File: src/rtl/shift_unit_arbiter.sv
// Two-port round-robin front end for a shared combinational barrel shifter.
// Operands are registered before the shifter and the result is registered
// after it. Only one operation is in flight at a time (IDLE -> EXEC -> RESP).
module shift_unit_arbiter #(
  parameter int DATA_WIDTH = 32,
  parameter int ADDR_WIDTH = 5
) (
  input  logic                  clk,
  input  logic                  rst,
  input  logic                  req0_valid,
  input  logic [DATA_WIDTH-1:0] req0_data,
  input  logic [ADDR_WIDTH-1:0] req0_count,
  input  logic [1:0]            req0_op,
  output logic                  req0_ready,
  input  logic                  req1_valid,
  input  logic [DATA_WIDTH-1:0] req1_data,
  input  logic [ADDR_WIDTH-1:0] req1_count,
  input  logic [1:0]            req1_op,
  output logic                  req1_ready,
  output logic [DATA_WIDTH-1:0] sh_data_in,
  output logic [ADDR_WIDTH-1:0] sh_shift_count,
  output logic [1:0]            sh_op,
  input  logic [DATA_WIDTH-1:0] sh_data_out,
  output logic                  rsp_valid,
  output logic                  rsp_id,
  output logic [DATA_WIDTH-1:0] rsp_data,
  input  logic                  rsp_ready
);

  typedef enum logic [1:0] {
    IDLE = 2'd0,
    EXEC = 2'd1,
    RESP = 2'd2
  } state_t;

  state_t                state;
  logic                  last_grant;
  logic [DATA_WIDTH-1:0] op_data;
  logic [ADDR_WIDTH-1:0] op_count;
  logic [1:0]            op_op;
  logic                  op_id;
  logic                  grant0;
  logic                  grant1;

  // Round-robin grant: a lone requester always wins; under contention the
  // requester that was not granted last time wins.
  always_comb begin
    grant0 = req0_valid && (!req1_valid || last_grant);
    grant1 = req1_valid && (!req0_valid || !last_grant);
  end

  // Ready only in IDLE, so at most one port can handshake per operation.
  always_comb begin
    req0_ready = (state == IDLE) && grant0;
    req1_ready = (state == IDLE) && grant1;
  end

  // The shifter always sees the operand registers. It is combinational, so
  // its result is needed only while the FSM is in EXEC.
  always_comb begin
    sh_data_in     = op_data;
    sh_shift_count = op_count;
    sh_op          = op_op;
  end

  // Control FSM: capture operands, register the shifter result, hold the
  // response until it is consumed.
  always_ff @(posedge clk or posedge rst) begin
    if (rst) begin
      state      <= IDLE;
      last_grant <= 1'b1;
      op_data    <= '0;
      op_count   <= '0;
      op_op      <= '0;
      op_id      <= 1'b0;
      rsp_valid  <= 1'b0;
      rsp_id     <= 1'b0;
      rsp_data   <= '0;
    end else begin
      case (state)
        IDLE: begin
          if (req0_ready || req1_ready) begin
            op_data    <= req1_ready ? req1_data  : req0_data;
            op_count   <= req1_ready ? req1_count : req0_count;
            op_op      <= req1_ready ? req1_op    : req0_op;
            op_id      <= req1_ready;
            last_grant <= req1_ready;
            state      <= EXEC;
          end
        end
        EXEC: begin
          rsp_data  <= sh_data_out;
          rsp_id    <= op_id;
          rsp_valid <= 1'b1;
          state     <= RESP;
        end
        RESP: begin
          if (rsp_ready) begin
            rsp_valid <= 1'b0;
            state     <= IDLE;
          end
        end
        default: state <= IDLE;
      endcase
    end
  end

endmodule

File: config.mk
export PLATFORM = sky130hd
export DESIGN_NAME = shift_unit_arbiter
export DESIGN_NICKNAME = d
export VERILOG_FILES = /design/src/rtl/shift_unit_arbiter.sv
export SDC_FILE = /design/constraint.sdc
export NUM_CORES = 1
export LEC_CHECK = 0
export CAP_MARGIN = 20
export CORE_MARGIN = 2
export CORE_UTILIZATION = 40
export CTS_BUF_LIST = sky130_fd_sc_hd__clkbuf_4 sky130_fd_sc_hd__clkbuf_8 sky130_fd_sc_hd__clkbuf_16
export DETAILED_ROUTE_END_ITERATION = 7
export GPL_TIMING_DRIVEN = 0
export PLACE_DENSITY = 0.81
export SETUP_SLACK_MARGIN = 0.3
export SLEW_MARGIN = 20
export SYNTH_ARGS = -nofsm -noshare
export SYNTH_HDL_FRONTEND = slang
export SYNTH_SLANG_ARGS = --single-unit
export TNS_END_PERCENT = 30
File: constraint.sdc
create_clock -name clk -period 2.78 [get_ports clk]
set_input_delay 0.417 -clock clk [delete_from_list [all_inputs] [get_ports clk]]
set_output_delay 0.417 -clock clk [all_outputs]
set_load 0.005 [all_outputs]
==> results of run 1 <==
-- synth_stat cells --
library cell,count,area share
nand3_2,1,0.0027
buf_4,4,0.0082
nor2_4,1,0.0031
nand3_1,1,0.0014
or2_4,1,0.0024
or2_1,1,0.0017
o21ai_1,1,0.0014
a21o_1,2,0.0041
nor3b_1,30,0.061
a221o_1,39,0.11
nor2_2,1,0.0017
inv_1,4,0.0041
nor3b_2,10,0.034
a21oi_1,2,0.0027
dfrtp_1,76,0.52
buf_8,3,0.012
mux2_2,5,0.015
nand2b_1,1,0.0017
and4_1,39,0.093
mux2_1,28,0.086
nor2b_1,1,0.0017
nand2_1,2,0.0020
clkbuf_1,13,0.013
dfstp_2,1,0.0071
inv_2,1,0.0010
buf_2,12,0.016
-- cell families after synthesis --
| kind of cell | Yosys count | share of synthesized area |
|---|---|---|
| AOI/OAI and AO/OA | 44 | 0.114 |
| buffers and inverters | 37 | 0.0550 |
| DFF | 77 | 0.524 |
| muxes | 33 | 0.101 |
| and+or+nand+nor | 89 | 0.206 |
-- metal layers --
metal  part of all wire  wire length, um  vias up
li1                   -                -     1500
met1               0.43             4750     1582
met2               0.48             5360      139
met3              0.078              872       14
met4              0.012              136        0
met5                  0                0        -
-- metrics by stage --
| step | cells | utilization |
|---|---|---|
| global placement | 580 | 0.630 |
| global route | 598 | 0.658 |
| finish | 598 | 0.658 |
| floorplan | 280 | - |
| CTS | 597 | 0.656 |
| detailed placement | 581 | 0.634 |
-- area by class of cell --
cell class	instances	area (um2)
well taps	111	139
flip-flops and latches	77	1930
clock inverters	6	71.3
plain buffers	32	194
inverters	5	21.3
multi-input cells	166	1550
repair buffers	191	1930
fillers	720	3100
clock buffers	10	131
-- worst min path at each step --
stage / start / slack [ps] / to
floorplan: op_id / 440 / op_id
global placement: rsp_data[13] / 470 / rsp_data[13]
detailed placement: rsp_data[2] / 470 / rsp_data[2]
CTS: rst / 400 / rsp_data[16]
global route: rst / 410 / rsp_data[16]
finish: rst / 400 / rsp_data[16]
-- what timing repair did --
action / 4_1_cts / 5_1_grt
hold endpoints to repair: 0 / 0
pin swaps: 0 / 1
gates resized for setup: 4 / 8
setup endpoints to repair: 2 / 2
buffers inserted: 0 / 1
-- flip-flops by register name, indices dropped and copies added, names as in the netlist --
| name | count |
|---|---|
| state | 2 |
| last_grant | 1 |
| sh_data_in | 32 |
| sh_op | 2 |
| op_id | 1 |
| rsp_valid | 1 |
| rsp_id | 1 |
| rsp_data | 32 |
| sh_shift_count | 5 |
-- where the power goes --
group / internal, mW / switching (mW) / leakage, nW
clock: 0.431 / 0.435 / 0.0965
combinational: 1.92 / 1.21 / 1.42
sequential: 1.71 / 0.335 / 0.909
==> results.txt, run 1 <==
Most used cell, CP = buf_4
Drt total wl = 11100 um
M2 GR Usage = 0.375
Worst-Margin Slew = 569 ps
Die Footprint = 9990 um2
Final Hold Fails = 0
CP cell instances = nand2_2 -> buf_4 -> nand3_2 -> buf_4 -> inv_2 -> clkdlybuf4s50_1
Total grt overflow = 0
Startpoint Class = register
Peak VDD IR = 0.408 mV
Share of cells above drive strength 1 = 0.129
RSZ-0062 raised after global routing = false
Synth Warn # = 0
Commonest non-fill, non-tap cells in the layout = clkdlybuf4s50_1 (187), dfrtp_1 (75), and4_1 (39), a221o_1 (39), nor3b_1 (30)
Setup TNS = 0 ps
Pwr/cell area = 1010 nW/um2
Final nets = 597
Die Ht = 99.9 um
Routability cong. = 0.777
Setup-failing EPs final = 0
Setup ws final = 399 ps
# H-tree levels = 3
Commonest non-fill, non-tap cell in the layout = clkdlybuf4s50_1
Worst Path Arrival = 1960 ps
Crit Path Max Fanout = 10
Post-Synthesis Cells = 280
CTS Hold Bufs = 0
Hold slack = 400 ps
Post-Syn Area per Cell = 13.2 um2
Boundary Pins = 190
Met1 usage = 0.273
TritonRoute pass-1 iters = 4
CP endpoint = req1_ready
Synth-to-Final Area Change = 62.1%
Initial Util = 0.406
Gr usage total = 0.219
Post-DP Area = 5740 um2
Initial antenna violation count = 0
RR Endpoint = sh_data_in[0]
Critical Path Max Stage Delay = 550 ps
Register area share after synthesis = 0.524
HP Class = input pin to asynchronous set/reset pin
P_leak = 2.42 nW
DPL Wire Length = 8250 um
Final number of max-transition violations = 0
Clock Pin Slew Worst Setup and Hold Paths = 90 ps
Iter 0 DRT Violations = 123
Pin count of the biggest net entering global routing = 51
Critical path depth = 6
Root buf cell = clkbuf_8
Clock tree sinks = 77
Worst skew pair latency = 350 ps
Clock skew = 14.7 ps
Antenna Cells = 0
Number of vias per cell = 5.41
Worst Setup SP = last_grant
Max capacitance violation total = 0
CP Capture Type = primary output
Busiest grt layer = met2
Final worst path period need = 2380 ps
Core area = 9060 um2
Pre-CTS setup slack = 179 ps
Vias in the first global route = 3342
Mapped Nets = 395
Global Route met3 Usage = 0.0620
Vias = 3235
Design area = 5970 um2
Cell variety after synth = 26
CTS buffer count = 9
Maximum clock rate = 0.420 GHz
Reg-to-reg startpoint = state[1]
R2R cell count = 4
CTS Buffer Depth = 2
Port Buffers = 189
WL/cell = 18.6 um
Seq cells post-synth = 77
CP bufs+invs = 4
Final period util = 0.857
Synthesized area = 3680 um2
Worst R2R Setup Slack = 1170 ps
Crit path max-delay family = buffers and inverters
DIE WIDTH = 99.9 um
DRC violations left = 0
Critical path type = register to primary output
Worst slew margin = 0.620
Outcome = complete, no violations
CTS tree = built
CP Data Required Time = 2360 ps
Rows = 35
Slowest CP cell = dfstp_2
Routed Antenna Nets = 0
Total Power = 6.04 mW
First-pass GRT wire length = 16900 um
Power figures use the tool's default switching activity.
==> run 2: changes to the inputs <==
--- a/config.mk
+++ b/config.mk
@@ -11,6 +11,7 @@
 export CTS_BUF_LIST = sky130_fd_sc_hd__clkbuf_4 sky130_fd_sc_hd__clkbuf_8 sky130_fd_sc_hd__clkbuf_16
 export DETAILED_ROUTE_END_ITERATION = 7
 export GPL_TIMING_DRIVEN = 0
+export MAX_ROUTING_LAYER = met4
 export PLACE_DENSITY = 0.81
 export SETUP_SLACK_MARGIN = 0.3
 export SLEW_MARGIN = 20
==> run 2 against run 1 <==
  * Design area unchanged
  * Sequential share of layout area unchanged
  * Sequential power about the same
  * Critical path type unchanged
  * Wire length about the same
  * Die area unchanged
  * Critical path depth unchanged
  * Via count decreased by 0.65%
  * Largest power group unchanged
==> results.txt, run 2 (same netlist as run 1, synthesis figures left out) <==
Clock Pin Slew Worst Setup and Hold Paths = 90 ps (about the same)
Pin count of the biggest net entering global routing = 51 (unchanged)
First-pass GRT wire length = 16900 um (-0.33%)
Net Switching = 1.98 mW (+0.13%)
Final nets = 597 (unchanged)
Routability cong. = 0.788 (+1.4%)
P_leak = 2.42 nW (unchanged)
CP Capture Type = primary output
Max capacitance violation total = 0 (unchanged)
Worst-Margin Slew = 571 ps (+1.34 ps)
Worst Setup SP = last_grant
Critical path type = register to primary output
Boundary Pins = 190 (unchanged)
Final Hold Fails = 0 (unchanged)
DPL Wire Length = 8250 um (unchanged)
Maximum clock rate = 0.422 GHz (+0.46%)
Worst slew margin = 0.620 (-0.000892)
CP Data Required Time = 2360 ps (about the same)
Sequential Power Share = 0.339 (about the same)
CTS Hold Bufs = 0 (unchanged)
Post-Layout Cell Count = 598 (unchanged)
Drt total wl = 11100 um (about the same)
Peak VDD IR = 0.410 mV (+0.45%)
Sw Share = 0.328 (about the same)
Final worst path period need = 2370 ps (-10.8 ps)
R2R cell count = 4 (unchanged)
Worst Path Arrival = 1950 ps (about the same)
DRC violations left = 0 (unchanged)
Core area = 9060 um2 (unchanged)
CTS Buffer Depth = 2 (unchanged)
Clk pwr share = 0.143 (about the same)
Synth-to-Final Area Change = 62.1% (unchanged)
DIE WIDTH = 99.9 um (unchanged)
Startpoint Class = register
RR Endpoint = sh_data_in[0]
Rows = 35 (unchanged)
Reg-to-reg startpoint = state[1]
Vias in the first global route = 3353 (+0.33%)
Initial Util = 0.406 (unchanged)
Final number of max-transition violations = 0 (unchanged)
Root buf cell = clkbuf_8
Vias = 3214 (-0.65%)
Setup-failing EPs final = 0 (unchanged)
CTS buffer count = 9 (unchanged)
TritonRoute pass-1 iters = 4 (unchanged)
Commonest non-fill, non-tap cells in the layout = clkdlybuf4s50_1 (187), dfrtp_1 (75), and4_1 (39), a221o_1 (39), nor3b_1 (30)
Commonest non-fill, non-tap cell in the layout = clkdlybuf4s50_1
Outcome = complete, no violations
Critical Path Max Stage Delay = 550 ps (about the same)
Gr usage total = 0.225 (+0.00639)
Pwr/cell area = 1010 nW/um2 (about the same)
Setup TNS = 0 ps (unchanged)
Combinational fraction of design power = 0.518 (about the same)
Clock tree sinks = 77 (unchanged)
Routed Antenna Nets = 0 (unchanged)
Slowest CP cell = dfstp_2
Setup ws final = 410 ps (+10.8 ps)
Share of cells above drive strength 1 = 0.129 (unchanged)
Final period util = 0.853 (-0.00390)
Die Ht = 99.9 um (unchanged)
HP Class = input pin to asynchronous set/reset pin
Clock skew = 13.6 ps (-1.13 ps)
# H-tree levels = 3 (unchanged)
DP Cell Count = 581 (unchanged)
Iter 0 DRT Violations = 139 (+13%)
WL/cell = 18.6 um (about the same)
Port Buffers = 189 (unchanged)
Antenna Cells = 0 (unchanged)
CP cell instances = nand2_2 -> buf_4 -> nand3_2 -> buf_4 -> inv_2 -> clkdlybuf4s50_1
Cell Int Power = 4.06 mW (about the same)
CTS tree = built
RSZ-0062 raised after global routing = true
Most used cell, CP = buf_4
Pre-CTS setup slack = 179 ps (unchanged)
Worst R2R Setup Slack = 1170 ps (about the same)
Number of vias per cell = 5.37 (-0.65%)
Crit Path Max Fanout = 10 (unchanged)
Die Footprint = 9990 um2 (unchanged)
Initial antenna violation count = 0 (unchanged)
Worst skew pair latency = 340 ps (about the same)
Total grt overflow = 0 (unchanged)
run 2: power by group through the flow:
stage                     combinational [mW]  clock, mW  sequential (mW)
after global placement                  3.05          0             2.04
after CTS                               3.14      0.891             2.05
after global routing                    3.36      0.944             2.12
final                                   3.13      0.864             2.05
after detailed placement                3.13          0             2.06
after floorplan                         1.41          0             2.07
run 2: worst max path at each step:
stage / to / cells past startpoint / slack (ps)
floorplan: op_id / 1 / 400
global placement: sh_data_in[27] / 2 / -830
detailed placement: req1_ready / 7 / 180
CTS: req0_ready / 5 / 240
global route: req1_ready / 5 / 300
finish: req1_ready / 6 / 410
run 2: layout make-up:
| class | count | area [um2] |
|---|---|---|
| timing repair buffer | 191 | 1930 |
| buffer | 32 | 194 |
| fill | 720 | 3100 |
| inverter | 5 | 21.3 |
| multi-input combinational | 166 | 1550 |
| sequential | 77 | 1930 |
| tap | 111 | 139 |
| clock inverter | 6 | 71.3 |
| clock buffer | 10 | 131 |
run 2: repair_timing:
item / 4_1_cts / 5_1_grt
endpoints found under the setup margin: 2 / 2
gates resized for setup: 4 / 8
pin swaps: 0 / 1
setup buffers: 0 / 1
run 2: per-stage QoR:
stage	hold slack (ps)	total power [mW]	instance area [um2]	utilization
3_3_place_gp	467	5.08	5710	0.630
5_1_grt	413	6.43	5970	0.658
6_report	409	6.04	5970	0.658
4_1_cts	403	6.08	5950	0.656
2_1_floorplan	444	3.47	3680	-
3_5_place_dp	474	5.19	5740	0.634
run 2: critical path, delay by kind of cell (launching register included):
family	cells	cell delay (ps)
AND/OR/NAND/NOR	2	180
buffers and inverters	4	890
flip-flops	1	550
run 2: per-layer routing:
layer / global-route usage / wire length [um] / vias up / share of wire
met3: 0.0585 / 782 / 16 / 0.070
li1: - / - / 1503 / -
met2: 0.372 / 5300 / 134 / 0.48
met4: 0.0653 / 169 / 0 / 0.015
met5: - / 0 / - / 0
met1: 0.275 / 4860 / 1561 / 0.44
